`src/rtl/regfile_param.sv`:
```
// Parametrised register file: 2 combinational read ports, 1 clocked write port, sequential clear engine.
// Latency: reads 0 cycles (optional same-cycle write bypass); write visible next cycle; ack/drop pulses 1 cycle after request.
// Backpressure: busy is high for exactly DEPTH cycles during a clear; writes arriving while busy are refused and flagged on write_drop.
module regfile_param #(
    parameter int DATA_W    = 8,
    parameter int ADDR_W    = 2,
    parameter int BYPASS    = 1,
    parameter int ZERO_REG0 = 0
) (
    input  logic              clk,
    input  logic              reset,
    input  logic [ADDR_W-1:0] read_register1,
    input  logic [ADDR_W-1:0] read_register2,
    input  logic [ADDR_W-1:0] write_register,
    input  logic              reg_write,
    input  logic [DATA_W-1:0] write_data,
    output logic [DATA_W-1:0] read_data1,
    output logic [DATA_W-1:0] read_data2,
    input  logic              clear_req,
    output logic              busy,
    output logic              write_now,
    output logic              write_drop,
    input  logic [ADDR_W-1:0] dbg_addr,
    output logic [DATA_W-1:0] dbg_data
);

    localparam int DEPTH = 1 << ADDR_W;

    typedef enum logic [0:0] {
        ST_IDLE  = 1'b0,
        ST_CLEAR = 1'b1
    } state_t;

    state_t            r_state;
    state_t            w_state_nxt;
    logic [ADDR_W-1:0] r_ptr;
    logic [ADDR_W-1:0] w_ptr_nxt;
    logic [DATA_W-1:0] r_mem [DEPTH];
    logic              r_write_now;
    logic              r_write_drop;

    logic              w_busy;
    logic              w_zero_hit;
    logic              w_accept;
    logic [DATA_W-1:0] w_rd1;
    logic [DATA_W-1:0] w_rd2;

    // busy is the CLEAR state itself, so it rises on the edge that starts the sweep
    assign w_busy = (r_state == ST_CLEAR);

    // Entry 0 is hardwired to zero when ZERO_REG0 is set: such writes are silently ignored
    assign w_zero_hit = (ZERO_REG0 != 0) && (write_register == '0);
    assign w_accept   = reg_write && !w_busy && !w_zero_hit;

    // State and sweep pointer register
    always_ff @(posedge clk or negedge reset) begin
        if (!reset) begin
            r_state <= ST_IDLE;
            r_ptr   <= '0;
        end else begin
            r_state <= w_state_nxt;
            r_ptr   <= w_ptr_nxt;
        end
    end

    // Next-state logic: a clear request only starts a sweep from IDLE; one sweep visits every entry once
    always_comb begin
        w_state_nxt = r_state;
        w_ptr_nxt   = r_ptr;
        case (r_state)
            ST_IDLE: begin
                if (clear_req) begin
                    w_state_nxt = ST_CLEAR;
                    w_ptr_nxt   = '0;
                end
            end
            ST_CLEAR: begin
                w_ptr_nxt = r_ptr + ADDR_W'(1);
                if (r_ptr == ADDR_W'(DEPTH - 1)) begin
                    w_state_nxt = ST_IDLE;
                end
            end
            default: begin
                w_state_nxt = ST_IDLE;
                w_ptr_nxt   = '0;
            end
        endcase
    end

    // Storage: the sweep and accepted writes are mutually exclusive because accept requires !busy
    always_ff @(posedge clk or negedge reset) begin
        if (!reset) begin
            for (int i = 0; i < DEPTH; i++) begin
                r_mem[i] <= '0;
            end
        end else if (w_busy) begin
            r_mem[r_ptr] <= '0;
        end else if (w_accept) begin
            r_mem[write_register] <= write_data;
        end
    end

    // Registered one-cycle acknowledge / refusal pulses
    always_ff @(posedge clk or negedge reset) begin
        if (!reset) begin
            r_write_now  <= 1'b0;
            r_write_drop <= 1'b0;
        end else begin
            r_write_now  <= w_accept;
            r_write_drop <= reg_write && w_busy;
        end
    end

    // Read port 1: array lookup, then bypass, then the hardwired-zero override wins over both
    always_comb begin
        w_rd1 = r_mem[read_register1];
        if ((BYPASS != 0) && w_accept && (read_register1 == write_register)) begin
            w_rd1 = write_data;
        end
        if ((ZERO_REG0 != 0) && (read_register1 == '0)) begin
            w_rd1 = '0;
        end
    end

    // Read port 2: resolved independently of port 1
    always_comb begin
        w_rd2 = r_mem[read_register2];
        if ((BYPASS != 0) && w_accept && (read_register2 == write_register)) begin
            w_rd2 = write_data;
        end
        if ((ZERO_REG0 != 0) && (read_register2 == '0)) begin
            w_rd2 = '0;
        end
    end

    assign read_data1 = w_rd1;
    assign read_data2 = w_rd2;
    // Debug tap shows stored contents only; entry 0 stays 0 under ZERO_REG0 since it is never written
    assign dbg_data   = r_mem[dbg_addr];
    assign busy       = w_busy;
    assign write_now  = r_write_now;
    assign write_drop = r_write_drop;

endmodule

```
`config.mk`:
```
export PLATFORM = sky130hd
export DESIGN_NAME = regfile_param
export DESIGN_NICKNAME = d
export VERILOG_FILES = /design/src/rtl/regfile_param.sv
export SDC_FILE = /design/constraint.sdc
export NUM_CORES = 1
export LEC_CHECK = 0
export ABC_AREA = 1
export CORE_ASPECT_RATIO = 1.5
export CORE_UTILIZATION = 40
export CTS_BUF_LIST = sky130_fd_sc_hd__clkbuf_8
export DETAILED_ROUTE_END_ITERATION = 10
export GPL_TIMING_DRIVEN = 1
export HOLD_SLACK_MARGIN = 0.1
export PLACE_DENSITY = 0.63
export SYNTH_ARGS = -nofsm -noshare
export SYNTH_HDL_FRONTEND = slang
export SYNTH_SLANG_ARGS = --single-unit
```
`constraint.sdc`:
```
create_clock -name clk -period 3.63 [get_ports clk]
set_input_delay 0.726 -clock clk [delete_from_list [all_inputs] [get_ports clk]]
set_output_delay 0.726 -clock clk [all_outputs]
set_load 0.02 [all_outputs]
```
---- Word-level counts from Yosys, hierarchy flattened ----
Cells that the tools add are included.
word-level totals
  flip-flop bits (word level) ............. 37
  output and inout port bits .............. 27
  logic and storage cells ................. 59
cells by class
  $add $sub $neg .......................... 1
  magnitude comparators ................... 7
  eq/ne operators ......................... 4
  mux-type cells .......................... 23
  bitwise logic cells ..................... 8
  reduce and logical (&&, ||, !) cells .... 8
operators with widths
  kind                                                                  count
  8-bit 2-to-1 mux                                                      10
  32-bit 2-to-1 mux                                                     2
  8-bit binary-select mux with 2-bit select                             3
  32-bit AND                                                            1
  32-bit bitwise mux                                                    1
  8-bit demux with 2-bit select                                         2
  32-bit inverter                                                       1
  3-bit >= comparator, second input constant                            5
  2-bit inverter with 3-bit output                                      5
  1-bit logical AND                                                     6
  3-bit by 1-bit < comparator with 1-bit output, second input constant  2
  2-bit == test                                                         2
  2-bit one-hot mux with 2 select lines                                 1
  2-bit by 1-bit adder with 2-bit output, second input constant         1
  2-bit == test, second input constant                                  1
  1-bit 2-to-1 mux                                                      2
  2-bit 2-to-1 mux                                                      1
  2-bit != test, second input constant                                  1
  1-bit one-hot mux with 2 select lines                                 1
  2-bit nonzero test                                                    1
  1-bit zero test                                                       1
  1-bit inverter                                                        1

---- Longest topological paths before layout ----
Gate-level depths: netlist (run 1).
  depth in word-level cells ............... 8
  mapped depth ............................ 8
  depth with buffers taken out ............ 6

---- Least setup slack after synthesis (run 1) ----
OpenSTA, ideal clock, no wires.
  kind .................................... in2out
  start ................................... in read_register1[0]
  end ..................................... out read_data1[0]
  arrival ................................. 1.538 ns
  data required time ...................... 2.904 ns
  setup slack ............................. 1.366 ns
  stages .................................. 7
  path buffers ............................ 1
  path through ............................ buf_2 -> inv_2 -> nor2_1 -> nor2_4 -> nand3_4 -> nand2_1 -> nand2_1
between the ends
  word-level cells in the longest chain between the ends .. 5
  elaborated cells on any way between the ends .. 7
  classes of those cells .................. 1 x eq/ne; 4 x mux; 1 x bitwise; 1 x reduce/logical
ends and longest elaborated chain
  element                                                 RTL line  source
  start: declaration                                      12        input logic [ADDR_W-1:0] read_register1,
  2-bit inverter with 3-bit output (implied by the code)  116       w_rd1 = r_mem[read_register1];
  8-bit binary-select mux with 2-bit select               116
  8-bit 2-to-1 mux (implied by the code) (2 in a row)     116
  8-bit 2-to-1 mux (*)                                    117       if ((BYPASS != 0) && w_accept && (read_register1 == write_register)) begin
  end: declaration                                        17        output logic [DATA_W-1:0] read_data1,
Mark *: on every way between the ends. The rest lies on a longest branch, timed or not. The select of a mux whose other input is x is not followed.

---- Final worst setup path (run 1) ----
  start ................................... in read_register1[0]
  end ..................................... out read_data1[3]
The elaborated chain is that of the path after synthesis.

==> run summary, run 1 <==
Largest net degree at the start of global routing -> 38
Mapped Area -> 0.00273 sq mm
Detailed placement HPWL -> 6690 microns
Fin area -> 0.00334 sq mm
Logic pwr share -> 0.491
P_sw -> 824 uW
Endpoints failing setup -> 0
Sequential share of power -> 0.356
Initial antenna violation count -> 0
Max rail drop VDD -> 387 uV
GR Overflow Total -> 0
RSZ-0062 raised after global routing -> no
Final wirelength -> 8750 microns
Cell taking the most area after synthesis -> dfrtp_1
Relative slew slack -> 0.445
Vias -> 2870
Crit path top cell by count -> nand2_1
Synthesized instance count -> 413
Share of layout cells above drive strength 1 -> 0.0808
CP max stage delay -> 610 ps
Chip width -> 69.5 microns
Antenna fix cells -> 0
Die height -> 103 microns
Startpoint types -> input port
Setup Fix Bufs, Post-CTS -> 0
Slowest CP cell -> clkdlybuf4s50_1
Wire per inst -> 16.4 microns
Leakage -> 1.71 nW
Worst-Margin Slew -> 833 ps
Seq cells post-synth -> 37
Clock sink total -> 37
Worst setup EP type -> primary output
Top cell type's share of synthesized area -> 0.339
Syn Nets -> 437
CP bufs+invs -> 3
CTS clock-pin slew for the worst setup and hold paths -> 70 ps
H-Tree Depth -> 2
R2R cell count -> 5
Vias in the first global route -> 2677
Clock Latency Late Sink -> 290 ps
Reg2Reg Launch Point -> busy
# DRC -> 0
Switching part of the total -> 0.443
Reg2reg end -> r_mem[2]
Initial core utilization -> 0.418
Critical Path Fanout Max -> 18
Core area -> 0.00653 sq mm
CTS Buf Count -> 5
Power Internal -> 1.03 mW
IO Count -> 47
Die area -> 0.00717 sq mm
Ranking of synthesized cells by area -> dfrtp_1 34%, nand2_1 19%, nand3_1 10%
Initial DRC Count -> 229
Seq/Total Area, Yosys -> 0.339
FMAX -> 295 MHz
Std-Cell Rows -> 36
Final #Nets -> 482
Yosys cell types -> 22
Placed cell areas -> 0.00325 sq mm
Critical path class -> in -> out
R2r setup slk -> 2210 ps
Final Hold Viols -> 0
Yosys warning count -> 0
Critical Path Stages -> 7
Worst Hold Class -> in -> async
Worst Path Required -> 2900 ps
Final antenna-violating net count -> 0
DR pass1 iterations -> 5
Worst-path cell chain -> clkdlybuf4s50_1, inv_2, nand2_1, nand3_4, nand2_1, nand2_1, clkdlybuf4s50_1
Area added between synthesis and finish -> 22.2%
Power Dens Cells -> 557 mW/mm^2
Mapped Avg Cell Area -> 6.62 sq um
Tmin final -> 3390 ps
Gpl congestion -> 0.922
First-pass GRT wire length -> 14100 microns
Max Buffers Root-to-Sink -> 2
Hold Buf Count CTS -> 0
Status -> completed
Clk root buf -> clkbuf_8
Clock power share -> 0.153
I/O Buffers -> 46
Final Max Tran Viols -> 0
CP top delay family -> buffers and inverters
Layout Skew -> 4.75 ps
Routed vias/inst -> 5.37
GRT Overall Usage -> 0.259
Final Util -> 0.511
Max-cap violations -> 0
Cts repair resizes -> 0
Critical path arrival -> 2670 ps
CTS tree -> built
Tcrit/Tclk final -> 0.935
Final setup TNS -> 0 ps
==> area by class of cell <==
| type | count | area (sq um) |
|---|---|---|
| Inverter | 51 | 191 |
| Timing Repair Buffer | 55 | 523 |
| Clock inverter | 1 | 3.75 |
| Clock buffer | 6 | 82.6 |
| Tap cell | 76 | 95.1 |
| Multi-Input combinational cell | 308 | 1520 |
| Fill cell | 675 | 3190 |
| Sequential cell | 37 | 926 |
==> through the flow <==
step | total power, mW | hold WS, ps | instances | worst slack [ps]
floorplan | 1.22 | 430 | 413 | 1370
finish | 1.86 | 526 | 534 | 236
global route | 2.01 | 553 | 534 | 104
global placement | 1.57 | 502 | 527 | 256
CTS | 1.87 | 528 | 534 | 244
detailed placement | 1.58 | 512 | 527 | 249
==> how the worst max path moves through the flow <==
stage                           start            end  slack (ps)
CTS                 read_register1[0]  read_data1[3]         240
global route        read_register1[0]  read_data1[3]         100
floorplan           read_register1[0]  read_data1[0]        1370
finish              read_register1[0]  read_data1[3]         240
detailed placement  read_register1[0]  read_data1[3]         250
global placement    read_register1[0]  read_data1[3]         260
==> routing by layer <==
layer  vias to the layer above  global-route usage  routed length, microns
met3                        24              0.0339                     366
met1                      1329               0.320                    3670
met5                         -                   0                       0
met2                        80               0.435                    4270
met4                         0               0.152                     438
li1                       1437                   -                       -
==> synth_stat cells, drive strengths merged <==
cell / count
a21oi: 9
nor2: 23
clkbuf: 4
buf: 13
o211ai: 8
inv: 51
nand4: 17
ha: 4
dfrtp: 37
o21ai: 41
nand3: 61
nand2: 144
a22o: 1
==> registers in the layout (all words and copies together), names as in the netlist <==
register    count
write_drop      1
busy            1
r_mem          32
write_now       1
r_ptr           2
==> layout by cell type, fill, tap and decap left out <==
cell type        synthesis  routed
nor2_2                   2       2
clkbuf_8                 0       6
buf_4                    5       9
o21ai_0                 17      17
inv_1                   44      45
o21ai_1                 24      24
nand2_2                  4       4
clkdlybuf4s50_1          0      45
inv_2                    7       7
nor2_8                   1       1
nand3_1                 56      56
nand2_1                140     140
nor2_1                  18      18
o211ai_1                 8       8
nand4_1                 17      17
a21oi_1                  9       9
dfrtp_1                 37      37
a22o_1                   1       1
nor2_4                   2       2
ha_1                     4       4
buf_2                    7       1
nand3_4                  5       5
==> cells by family (layout without fill, tap and decap cells) <==
kind of cell | count (synthesis) | count (layout) | synth area share
flops | 37 | 37 | 0.339
simple gates | 245 | 245 | 0.420
fa+ha+maj | 4 | 4 | 0.0183
compound gates | 59 | 59 | 0.117
buf+inv | 68 | 113 | 0.106
==> power groups by stage <==
stage                     clock [mW]  sequential, mW  combinational (mW)
final                          0.285           0.662               0.912
after global routing           0.314           0.682                1.02
after CTS                      0.299           0.662               0.913
after detailed placement           0           0.670               0.909
after global placement             0           0.667               0.903
after floorplan                    0           0.626               0.592
No activity file was read; power rests on OpenSTA's default activity.
==> run 2, diff against run 1 <==
Settings changed: SLEW_MARGIN set to 20.
==> results of run 2 <==
No change in the layout: final DEF, timing and power equal those of run 1.
==> run 3, diff against run 2 <==
Settings changed: ABC_CLOCK_PERIOD_IN_PS set to 3630.
==> results of run 3 <==
No change in the layout: final DEF, timing and power equal those of run 1.
